--- config.mk ---
export PLATFORM = sky130hd
export DESIGN_NAME = sev_seg_scan_display
export DESIGN_NICKNAME = d
export VERILOG_FILES = /design/src/rtl/sev_seg_pkg.sv /design/src/rtl/sev_seg_decoder.sv /design/src/rtl/sev_seg_scan_display.sv
export SDC_FILE = /design/constraint.sdc
export NUM_CORES = 1
export LEC_CHECK = 0
export BUFFER_PORTS_ARGS = -buffer_cell sky130_fd_sc_hd__buf_2
export CAP_MARGIN = 20
export CORE_UTILIZATION = 60
export CTS_BUF_LIST = sky130_fd_sc_hd__clkbuf_4 sky130_fd_sc_hd__clkbuf_8
export DETAILED_ROUTE_END_ITERATION = 10
export PLACE_DENSITY = 0.93
export SYNTH_ARGS = -nofsm -noshare
export SYNTH_HDL_FRONTEND = slang
export SYNTH_SLANG_ARGS = --single-unit
--- constraint.sdc ---
create_clock -name BrdClk -period 3.4 [get_ports BrdClk]
set_input_delay 0.17 -clock BrdClk [delete_from_list [all_inputs] [get_ports BrdClk]]
set_output_delay 0.17 -clock BrdClk [all_outputs]
set_load 0.1 [all_outputs]
--- src/rtl/sev_seg_pkg.sv ---
// Shared constants and helpers for seven-segment display blocks.
// Segment patterns are active-high {dp,g,f,e,d,c,b,a}.
package sev_seg_pkg;

  localparam int SEG_A  = 0;
  localparam int SEG_G  = 6;
  localparam int SEG_DP = 7;

  localparam logic [6:0] HEX_SEG [16] = '{
    7'h3F, 7'h06, 7'h5B, 7'h4F, 7'h66, 7'h6D, 7'h7D, 7'h07,
    7'h7F, 7'h6F, 7'h77, 7'h7C, 7'h39, 7'h5E, 7'h79, 7'h71
  };

  function automatic logic [7:0] applyPolarity(input logic [7:0] pattern, input logic activeLow);
    return activeLow ? ~pattern : pattern;
  endfunction

endpackage

--- src/rtl/sev_seg_decoder.sv ---
// Combinational nibble + dp + blank to active-high segment pattern.
module sev_seg_decoder (
  input  logic [3:0] i_nibble,
  input  logic       i_dp,
  input  logic       i_blank,
  output logic [7:0] o_pattern
);
  import sev_seg_pkg::*;

  // Blanking removes only a..g; the decimal point is independent.
  always_comb begin
    o_pattern = '0;
    if (!i_blank) o_pattern[SEG_G:SEG_A] = HEX_SEG[i_nibble];
    o_pattern[SEG_DP] = i_dp;
  end

endmodule

--- src/rtl/sev_seg_scan_display.sv ---
// Multiplexed seven-segment scan driver with double-buffered loads,
// leading-zero suppression, per-slot dead time and PWM brightness.
module sev_seg_scan_display #(
  parameter int NUM_DIGITS = 8,
  parameter int CLK_HZ     = 100_000_000,
  parameter int REFRESH_HZ = 1000,
  parameter int DEAD_CYC   = 4,
  parameter int BRIGHT_W   = 4,
  parameter int ACTIVE_LOW = 1
) (
  input  logic                    BrdClk,
  input  logic                    aReset_n,
  input  logic                    bLoad,
  input  logic [4*NUM_DIGITS-1:0] bValue,
  input  logic [NUM_DIGITS-1:0]   bDpMask,
  input  logic                    bLzSuppress,
  input  logic [BRIGHT_W-1:0]     bBrightness,
  output logic                    bPending,
  output logic                    bLoadAck,
  output logic                    bFrameDone,
  output logic [NUM_DIGITS-1:0]   bDigitSel,
  output logic [7:0]              bSegmentOutput
);
  import sev_seg_pkg::*;

  localparam int DIV = CLK_HZ / REFRESH_HZ;
  localparam int PW  = $clog2(DIV);
  localparam int IW  = (NUM_DIGITS > 1) ? $clog2(NUM_DIGITS) : 1;
  localparam logic [PW-1:0] PRESC_LAST = PW'(DIV - 1);
  localparam logic [PW-1:0] DEAD_V     = PW'(DEAD_CYC);
  localparam logic [IW-1:0] IDX_LAST   = IW'(NUM_DIGITS - 1);
  localparam logic          POL_LOW    = (ACTIVE_LOW != 0);
  localparam logic [NUM_DIGITS-1:0] SEL_OFF = POL_LOW ? '1 : '0;
  localparam logic [7:0]    SEG_OFF    = applyPolarity(8'h00, POL_LOW);

  logic [PW-1:0]           r_presc;
  logic [IW-1:0]           r_idx;
  logic [BRIGHT_W-1:0]     r_pwm;
  logic [4*NUM_DIGITS-1:0] r_dispVal;
  logic [NUM_DIGITS-1:0]   r_dispDp;
  logic [4*NUM_DIGITS-1:0] r_pendVal;
  logic [NUM_DIGITS-1:0]   r_pendDp;
  logic                    r_pending;
  logic                    r_loadAck;
  logic                    r_frameDone;
  logic [NUM_DIGITS-1:0]   r_digitSel;
  logic [7:0]              r_seg;

  logic                    w_tick;
  logic                    w_boundary;
  logic [3:0]              w_nibble;
  logic                    w_dp;
  logic [IW-1:0]           w_msIdx;
  logic [NUM_DIGITS-1:0]   w_selOneHot;
  logic                    w_blank;
  logic                    w_pwmOn;
  logic                    w_enable;
  logic [7:0]              w_pattern;

  assign w_tick     = (r_presc == PRESC_LAST);
  assign w_boundary = w_tick && (r_idx == IDX_LAST);

  always_ff @(posedge BrdClk or negedge aReset_n) begin
    if (!aReset_n) begin
      r_presc <= '0;
      r_idx   <= '0;
      r_pwm   <= '0;
    end else begin
      r_pwm <= r_pwm + 1'b1;
      if (w_tick) begin
        r_presc <= '0;
        r_idx   <= (r_idx == IDX_LAST) ? '0 : r_idx + 1'b1;
      end else begin
        r_presc <= r_presc + 1'b1;
      end
    end
  end

  // A load on the boundary cycle still sees the old pending copied to display.
  always_ff @(posedge BrdClk or negedge aReset_n) begin
    if (!aReset_n) begin
      r_dispVal   <= '0;
      r_dispDp    <= '0;
      r_pendVal   <= '0;
      r_pendDp    <= '0;
      r_pending   <= 1'b0;
      r_loadAck   <= 1'b0;
      r_frameDone <= 1'b0;
    end else begin
      r_frameDone <= w_boundary;
      r_loadAck   <= w_boundary && r_pending;
      if (w_boundary && r_pending) begin
        r_dispVal <= r_pendVal;
        r_dispDp  <= r_pendDp;
      end
      if (bLoad) begin
        r_pendVal <= bValue;
        r_pendDp  <= bDpMask;
        r_pending <= 1'b1;
      end else if (w_boundary) begin
        r_pending <= 1'b0;
      end
    end
  end

  always_comb begin
    w_nibble    = '0;
    w_dp        = 1'b0;
    w_msIdx     = '0;
    w_selOneHot = '0;
    for (int i = 0; i < NUM_DIGITS; i++) begin
      w_selOneHot[i] = (r_idx == IW'(i));
      if (r_idx == IW'(i)) begin
        w_nibble = r_dispVal[4*i +: 4];
        w_dp     = r_dispDp[i];
      end
      if (r_dispVal[4*i +: 4] != 4'h0) w_msIdx = IW'(i);
    end
  end

  assign w_blank  = bLzSuppress && (r_idx > w_msIdx);
  assign w_pwmOn  = (&bBrightness) || (r_pwm < bBrightness);
  assign w_enable = (r_presc >= DEAD_V) && w_pwmOn;

  sev_seg_decoder u_decoder (
    .i_nibble (w_nibble),
    .i_dp     (w_dp),
    .i_blank  (w_blank),
    .o_pattern(w_pattern)
  );

  always_ff @(posedge BrdClk or negedge aReset_n) begin
    if (!aReset_n) begin
      r_digitSel <= SEL_OFF;
      r_seg      <= SEG_OFF;
    end else if (w_enable) begin
      r_digitSel <= POL_LOW ? ~w_selOneHot : w_selOneHot;
      r_seg      <= applyPolarity(w_pattern, POL_LOW);
    end else begin
      r_digitSel <= SEL_OFF;
      r_seg      <= SEG_OFF;
    end
  end

  assign bPending       = r_pending;
  assign bLoadAck       = r_loadAck;
  assign bFrameDone     = r_frameDone;
  assign bDigitSel      = r_digitSel;
  assign bSegmentOutput = r_seg;

endmodule

== Word level (Yosys, flattened, before mapping) ==
Memories as Yosys holds them, arrays and structs flattened.
Cells that the tools add are included.
Storage, ports and cells
  bits in registers: 123
  memory bits (read-only): 112
  input bits: 48
  output and inout port bits: 19
  logic and storage cells: 78
  memories kept: 1
Memory list
  (name not given): words 16, width 7, read ports 1, clocked after Yosys merged registers in 0, wr ports 0, RTL line sev_seg_decoder.sv:13  | if (!i_blank) o_pattern[SEG_G:SEG_A] = HEX_SEG[i_nibble];
Operators by class
  add/subtract/negate cells: 3
  order comparisons: 4
  eq/ne operators: 8
  muxes and demuxes: 32
  bitwise logic cells: 3
  reduce and logical (&&, ||, !) cells: 15
Operators by type and width (number)
  $mux W4: 8
  $reduce_bool A4 Y1: 7
  $mux W3: 7
  $mux W7: 3
  $add A17 B1 Y17 const B: 1
  $eq A17 B17 Y1 const B: 1
  $ge A17 B3 Y1 const B: 1
  $mux W17: 1
  $mux W8: 2
  $not A8 Y8: 2
  $eq A3 B3 Y1 const B: 4
  $mux W1: 11
  $eq A3 B2 Y1 const B: 2
  $ge A5 B5 Y1 const B: 1
  $not A4 Y5: 1
  $add A4 B1 Y4 const B: 1
  $logic_and A1 B1 Y1: 4
  $lt A4 B4 Y1: 1
  $reduce_and A4 Y1: 1
  $add A3 B1 Y3 const B: 1
  $eq A3 B1 Y1 const B: 1
  $gt A3 B3 Y1: 1
  $logic_not A3 Y1: 1
  $reduce_bool A2 Y1: 1
  $logic_or A1 B1 Y1: 1

== Depth between registers and ports, before layout ==
Gate-level depths: netlist of run 1.
  depth in word-level cells: 16
  mapped depth: 13
  depth with buffers taken out: 12

== Hierarchy ==
A second synthesis of run 1 with hierarchy kept.
Second synthesis, totals
  cell total of the unflattened synthesis: 480
  area, all modules: 5990.7 um2
By module, submodules not included
  sev_seg_scan_display: times used 1, cells each 445, area an instance 5708.0 um2, sequential area each 3098.0 um2
  sev_seg_decoder: times used 1, cells each 35, area an instance 282.8 um2, sequential area each 0.0 um2

== Worst setup path before layout of run 1 ==
No wires, ideal clock.
  kind: register to register
  start point: reg r_idx[2]
  end point: reg r_seg[3] (netlist: bSegmentOutput[3])
  library setup time: 0.077 ns
  data arrival time: 2.672 ns
  setup slack: 0.650 ns
  cell stages (with the launch flop): 14
  path buffers: 2
  path through: dfrtp_1 -> buf_2 -> inv_1 -> ha_1 -> buf_2 -> nor2_1 -> a221oi_1 -> nand2_1 -> a31oi_1 -> inv_1 -> ha_1 -> nor2_1 -> a211o_1 -> a21bo_2
On the way
  word-level cells in the longest chain between the ends: 16
  elaborated cells on any way between the ends: 25
  those cells by class: order compare: 1; eq/ne: 7; mux: 12; bitwise: 2; reduce/logical: 2; memory: 1
RTL lines
  start: declaration: RTL line sev_seg_scan_display.sv:37  | logic [IW-1:0] r_idx;
  start signal: assignment: RTL line sev_seg_scan_display.sv:72  | r_idx <= (r_idx == IDX_LAST) ? '0 : r_idx + 1'b1;
  $logic_not A3 Y1: RTL line sev_seg_scan_display.sv:113  | if (r_idx == IW'(i)) begin
  $mux W4 (8 in series): RTL line sev_seg_scan_display.sv:113
  $not A4 Y5 (implied by the code): RTL line sev_seg_decoder.sv:13
  $mem_v2 Z16 W7
  $mux W7 (implied by the code) (2 in series): RTL line sev_seg_decoder.sv:13
  $mux W7 (*): RTL line sev_seg_decoder.sv:13
  $not A8 Y8 (*): RTL line sev_seg_pkg.sv:15  | return activeLow ? ~pattern : pattern;
  $mux W8 (*): RTL line sev_seg_scan_display.sv:136  | end else if (w_enable) begin
  end signal: assignment: RTL line sev_seg_scan_display.sv:138  | r_seg <= applyPolarity(w_pattern, POL_LOW);
  end: declaration: RTL line sev_seg_scan_display.sv:47  | logic [7:0] r_seg;
Mark *: on every way between the ends. The rest lies on a longest branch, timed or not. The select of a mux whose other input is x is not followed.
A chain may end at the register's enable or synchronous reset.

== Final worst setup path of run 1 ==
  start point: reg r_idx[0]
  end point: reg r_seg[3] (netlist: bSegmentOutput[3])
The elaborated chain is that of the path after synthesis.

==> results.json, run 1 <==
{
  "status": "finished clean",
  "ys.warnings.count": 0,
  "max_freq_ghz": 0.330,
  "synth_common_cells": "nand2_1, dfrtp_1, mux2_2",
  "min_path_type": "in2reg",
  "gp_congestion": 0.904,
  "clock_latency_ns": 0.45,
  "ys_async_sr_fraction_pct": 100,
  "synth.distinct_cells": 52,
  "drt_pass1_iterations": 4,
  "start_util_pct": 61.8,
  "start_kind": "flop",
  "ios": 67,
  "endpoint_kind": "flop",
  "crit_chain": "inv_1 > ha_1 > buf_4 > a211oi_1 > o21ai_0 > nand2_1 > a31oi_1 > inv_1 > ha_1 > nor2_1 > a211o_1 > a21bo_2",
  "cts-root-buf": "clkbuf_8",
  "tns_ns": 0,
  "port_buffers": 66,
  "finalNonFillerCells": 777,
  "synth-edff-count": 0,
  "cts_setup_buffers": 0,
  "clk_pin_slew_ns": 0.07,
  "cts_resized": 0,
  "synth_cells": 543,
  "max_slew_margin_pct": 39.7,
  "cts_tree": "done",
  "synth-main-ff-cell": "dfrtp_1",
  "area_growth_pct": 22.1,
  "drt_iter0_drc": 254,
  "routed_wl_um": 12500,
  "antenna_found_initial": 0,
  "drtAntennaViolNets": 0,
  "cp.buffers_inverters": 3,
  "grt_pass1_wl_um": 21200,
  "clock_sinks": 123,
  "crit_family": "compound AO/OA/AOI/OAI gates",
  "drv_slew": 0,
  "die_x_um": 99.3,
  "dp_hpwl_um": 7930,
  "cts_hold_buf": 41,
  "dpl.cell_count": 704,
  "critPathMaxStageDelay_ns": 0.45,
  "worstPathArrival_ns": 3.41,
  "max-cap-violations": 0,
  "grt_overflow": 0,
  "postSynthAreaPerCell_um2": 10.5,
  "die-area_mm2": 0.00986,
  "worstMarginPinSlew_ns": 0.905,
  "startpoint": "r_idx[0]",
  "hp-start": "bLzSuppress",
  "cp.required_ns": 3.78,
  "netlist_area_mm2": 0.00568,
  "cp_max_fo": 14,
  "fin_crit_sh_pct": 89.1,
  "criticalPathCategory": "reg2reg",
  "cts.htree.levels": 4,
  "seq_area_frac_synth_pct": 54.5,
  "antenna_cells": 0,
  "die_h_um": 99.3,
  "fin_crit_ns": 3.03,
  "synthTopCellsByArea": "dfrtp_1, nand2_1, mux2_2",
  "fin_skew_ns": 0.0154,
  "nets": 722,
  "hold_viol_final": 0,
  "grt_start_max_net_pins": 71,
  "core_mm2": 0.00920,
  "ys_seq_elements": 123,
  "leakage_uw": 0.00332,
  "ctsLongestPathBuffers": 2,
  "irDropWorstVdd_mv": 0.532,
  "numCtsBuffers": 17,
  "synth_largest_area_cell": "dfrtp_1",
  "rsz0062_at_grt": "false",
  "fillers": 584,
  "synth_top_area_share_pct": 47.1,
  "wire_per_inst_um": 16.1,
  "critical-path-slowest-cell": "ha_1",
  "power_uw": 3190,
  "track_usage_pct": 28.1,
  "via_per_inst": 5.60,
  "timing.rr.start": "r_idx[0]",
  "first_global_vias": 4449,
  "syn_nets": 612,
  "row_count": 35,
  "fin_util_pct": 75.4,
  "drive_gt1_share_pct": 25.2,
  "power_density_mw_per_mm2": 461,
  "setup_viol": 0,
  "holdWs_ns": 0.214,
  "drc": 0,
  "num_vias": 4350,
  "synth.most_common_cell": "nand2_1"
}
-- final timing paths --
kind / endpoint / depth (start not counted) / slack (ns)
worst max-delay path: bSegmentOutput[3] / 12 / 0.37
worst min-delay path: bSegmentOutput[6] / 4 / 0.21
worst max register to register: bSegmentOutput[3] / 12 / 0.37
worst min register to register: r_pwm[0] / 1 / 0.48
max in group asynchronous: bSegmentOutput[3] / 3 / 2.08
min in group asynchronous: r_pendDp[1] / 2 / 0.37
-- sequential cells by signal (all words and copies together) (netlist names) --
name,flops
r_pwm,4
r_pendVal,32
bLoadAck,1
bSegmentOutput,8
bPending,1
r_presc,17
r_idx,3
bDigitSel,8
r_pendDp,8
r_dispVal,32
r_dispDp,8
bFrameDone,1
-- power breakdown --
| group | leakage, µW | switching, µW | internal [µW] |
|---|---|---|---|
| clock network | 0.000228 | 639 | 826 |
| registers | 0.00155 | 29.2 | 1510 |
| logic | 0.00155 | 87.0 | 99.2 |
-- worst min-delay path, stage by stage --
cell     delay (ns)
buf_2          0.11
nand2_1        0.05
o21a_1         0.25
nand2_1        0.08
-- cells in the final DEF, fill, tap and decap left out, types with 3 or more instances in the layout --
cell type / n
a211oi_1: 6
a21o_1: 4
a21oi_1: 10
a221oi_1: 4
a31oi_1: 5
and3_1: 4
and4_1: 3
buf_2: 65
buf_4: 11
bufinv_16: 4
clkbuf_8: 17
clkinv_4: 5
dfrtp_1: 107
dfstp_2: 16
dlygate4sd3_1: 41
ha_1: 21
inv_1: 24
inv_6: 4
mux2_2: 40
mux2i_1: 5
nand2_1: 146
nand2b_1: 3
nand3_1: 14
nor2_1: 18
nor2b_1: 3
nor3_1: 4
nor3b_1: 3
nor4_1: 8
o21ai_0: 14
o21ai_1: 9
o221ai_1: 3
xnor2_1: 11
xor2_1: 5
-- per-layer routing --
metal | vias to the layer above | GRT usage (%) | wire length (µm)
met5 | - | 0 | 0
met4 | 0 | 11.4 | 362
met3 | 37 | 7.80 | 565
met2 | 110 | 48.2 | 6440
met1 | 2129 | 33.6 | 5160
li1 | 2074 | - | -
-- cell families (layout without fill, tap and decap cells) --
| group | after synthesis | after routing | synth area share [%] |
|---|---|---|---|
| AO/OA/AOI/OAI | 74 | 74 | 8.72 |
| multiplexers | 45 | 45 | 8.81 |
| flip-flops | 123 | 123 | 54.5 |
| buffers and inverters | 50 | 173 | 4.27 |
| XOR/XNOR | 16 | 16 | 2.47 |
| AND/OR/NAND/NOR | 214 | 214 | 16.5 |
| adder cells (fa/ha/maj) | 21 | 21 | 4.63 |
-- stage by stage --
step | setup WS, ns | cell area, µm²
2_1_floorplan | 0.650 | 5680
3_3_place_gp | 0.635 | 6070
3_5_place_dp | 0.425 | 6070
4_1_cts | 0.413 | 6940
5_1_grt | 0.125 | 6940
6_report | 0.372 | 6940
-- layout make-up --
cell class                      count  area, µm²  share of cell area [%]
Inverter                           24       90.1                    1.30
Multi-Input combinational cell    370       2340                    33.7
Sequential cell                   123       3100                    44.7
Clock inverter                     14        210                    3.03
Timing Repair Buffer              117        818                    11.8
Clock buffer                       18        241                    3.48
Tap cell                          111        139                    2.00
Note: power is estimated with default switching activity, not from simulation.
==> run 2, diff against run 1 <==
CORE_UTILIZATION = 54   (was 60)
PLACE_DENSITY = 0.89   (was 0.93)
clock period = 2.6 ns   (was 3.4 ns; I/O delays follow)
==> run 2 against run 1 <==
Against the previous run: non-clock buffer count rose by 26; sequential power up 31%; critical path depth increased by 1; flip-flop and latch count unchanged; register-to-register slack lost 0.33 ns; largest power group unchanged; highest routed layer unchanged.
==> results.json, run 2 (same netlist as run 1, synthesis figures left out) <==
{
  "row_count": 37,
  "fin_skew_ns": 0.0107,
  "finalNonFillerCells": 828,
  "antenna_found_initial": 0,
  "critical-path-slowest-cell": "dfrtp_2",
  "criticalPathCategory": "reg2reg",
  "drtAntennaViolNets": 0,
  "antenna_cells": 0,
  "cts-root-buf": "clkbuf_8",
  "wire_per_inst_um": 16.2,
  "grt_start_max_net_pins": 51,
  "ios": 67,
  "rr_endpoint": "bSegmentOutput[3]",
  "holdPathStages": 4,
  "mostFrequentLayoutCells": "nand2_1, dfrtp_1, buf_2, dlygate4sd3_1, mux2_2",
  "cp.buffers_inverters": 3,
  "fillers": 703,
  "ctsLongestPathBuffers": 2,
  "grt_overflow": 0,
  "numCtsBuffers": 17,
  "grt_pass1_wl_um": 21600,
  "reg2reg_depth": 13,
  "leakage_uw": 0.00346,
  "worstPathArrival_ns": 2.93,
  "drv_slew": 0,
  "drt_pass1_iterations": 4,
  "p_switching_uw": 869,
  "clock_sinks": 123,
  "max_freq_ghz": 0.391,
  "seq_power_share_pct": 51.3,
  "fin_util_pct": 71.4,
  "swShare_pct": 22.1,
  "top_regs": "r_dispVal x32, r_pendVal x32, r_presc x17",
  "gp_congestion": 0.853,
  "cts_tree": "done",
  "regArea_mm2": 0.00310,
  "clkPwrFrac_pct": 42.4,
  "crit_family": "compound AO/OA/AOI/OAI gates",
  "crit_chain": "inv_4 > ha_4 > a21o_1 > a31oi_4 > a2111oi_4 > o32ai_2 > o21a_2 > inv_2 > buf_4 > ha_2 > mux2i_1 > nand2_1 > a21bo_2",
  "area_growth_pct": 29.1,
  "cp.required_ns": 2.97,
  "first_global_vias": 4617,
  "share_comb_of_total_power_pct": 6.3,
  "rrSetupSlack_ns": 0.04,
  "hold_end": "bSegmentOutput[4]",
  "clock_latency_ns": 0.44,
  "dpl.cell_count": 743,
  "max_slew_margin_pct": 35.7,
  "fin_crit_ns": 2.56,
  "clk_pin_slew_ns": 0.07,
  "drc": 0,
  "max-cap-violations": 0,
  "core_mm2": 0.0103,
  "die_h_um": 105,
  "via_per_inst": 5.44,
  "timing.rr.start": "r_idx[0]",
  "drive_gt1_share_pct": 32.4,
  "port_buffers": 66,
  "intPower_uw": 3060,
  "cp_max_fo": 4,
  "cts.htree.levels": 4,
  "irDropWorstVdd_mv": 0.461,
  "min_path_type": "in2reg",
  "power_density_mw_per_mm2": 536,
  "start_kind": "flop",
  "die-area_mm2": 0.0109,
  "num_vias": 4503,
  "die_x_um": 105,
  "startpoint": "r_idx[0]",
  "worstMarginPinSlew_ns": 0.965,
  "final_common_cell": "nand2_1",
  "endpoint_kind": "flop",
  "track_usage_pct": 25.8,
  "routed_wl_um": 13400,
  "drt_iter0_drc": 262,
  "dp_hpwl_um": 8440,
  "start_util_pct": 55.3,
  "setup_viol": 0,
  "critPathMaxStageDelay_ns": 0.48,
  "hold_viol_final": 0,
  "hp-start": "bLzSuppress",
  "fin_crit_sh_pct": 98.5,
  "nets": 748,
  "status": "finished clean",
  "multiInputGateArea_mm2": 0.00253
}
run 2: tightest hold or removal path: stages:
cell and delay, ns:
buf_2 0.11, nand2_1 0.07, o21a_1 0.25, nand2_1 0.08
run 2: final cells by class:
type,instances,area share (%)
multi-input combinational,370,34.5
clock inverter,6,0.785
sequential,123,42.3
timing repair buffer,143,14.1
inverter,24,1.30
clock buffer,26,4.71
tap,136,2.32
run 2: through the flow:
stage / hold slack (ns) / setup TNS, ns / setup WS, ns / total power [µW] / instance area, µm²
3_5_place_dp: 0.185 / -0.251 / -0.163 / 2250 / 6240
2_1_floorplan: -0.166 / 0 / 0.00144 / 2150 / 5700
6_report: 0.211 / 0 / 0.0393 / 3930 / 7330
3_3_place_gp: 0.163 / -0.0115 / -0.0115 / 2230 / 6240
5_1_grt: 0.223 / -0.0997 / -0.0547 / 4070 / 7330
4_1_cts: 0.155 / -0.00518 / -0.00518 / 3960 / 7100
run 2: layer usage:
layer	global-route usage [%]	wire [µm]	vias to the layer above
met3	5.18	748	32
met2	43.9	6880	156
met5	0	0	-
met4	13.3	378	0
li1	-	-	2113
met1	30.9	5430	2202
run 2: worst max-delay path by stage:
| stage | end | slack [ns] | depth (start not counted) |
|---|---|---|---|
| 3_5_place_dp | bSegmentOutput[3] | -0.16 | 11 |
| 2_1_floorplan | bSegmentOutput[3] | 0.001 | 13 |
| 5_1_grt | bSegmentOutput[3] | -0.05 | 11 |
| 6_report | bSegmentOutput[3] | 0.04 | 13 |
| 4_1_cts | bSegmentOutput[3] | -0.005 | 13 |
| 3_3_place_gp | bSegmentOutput[3] | -0.01 | 11 |
run 2: what timing repair did:
action                     4_1_cts  5_1_grt
setup buffers                    4        8
hold endpoints to repair        86        0
pin swaps                        1       12
gates resized for setup          8       36
hold buffers                    41        0
setup endpoints to repair        7        7
run 2: power groups by stage:
stage          Clock (µW)  Combinational, µW  Sequential [µW]
5_1_grt              1770                270             2030
3_3_place_gp            0                186             2050
6_report             1670                248             2020
2_1_floorplan           0               84.7             2060
4_1_cts              1690                245             2020
3_5_place_dp            0                198             2050
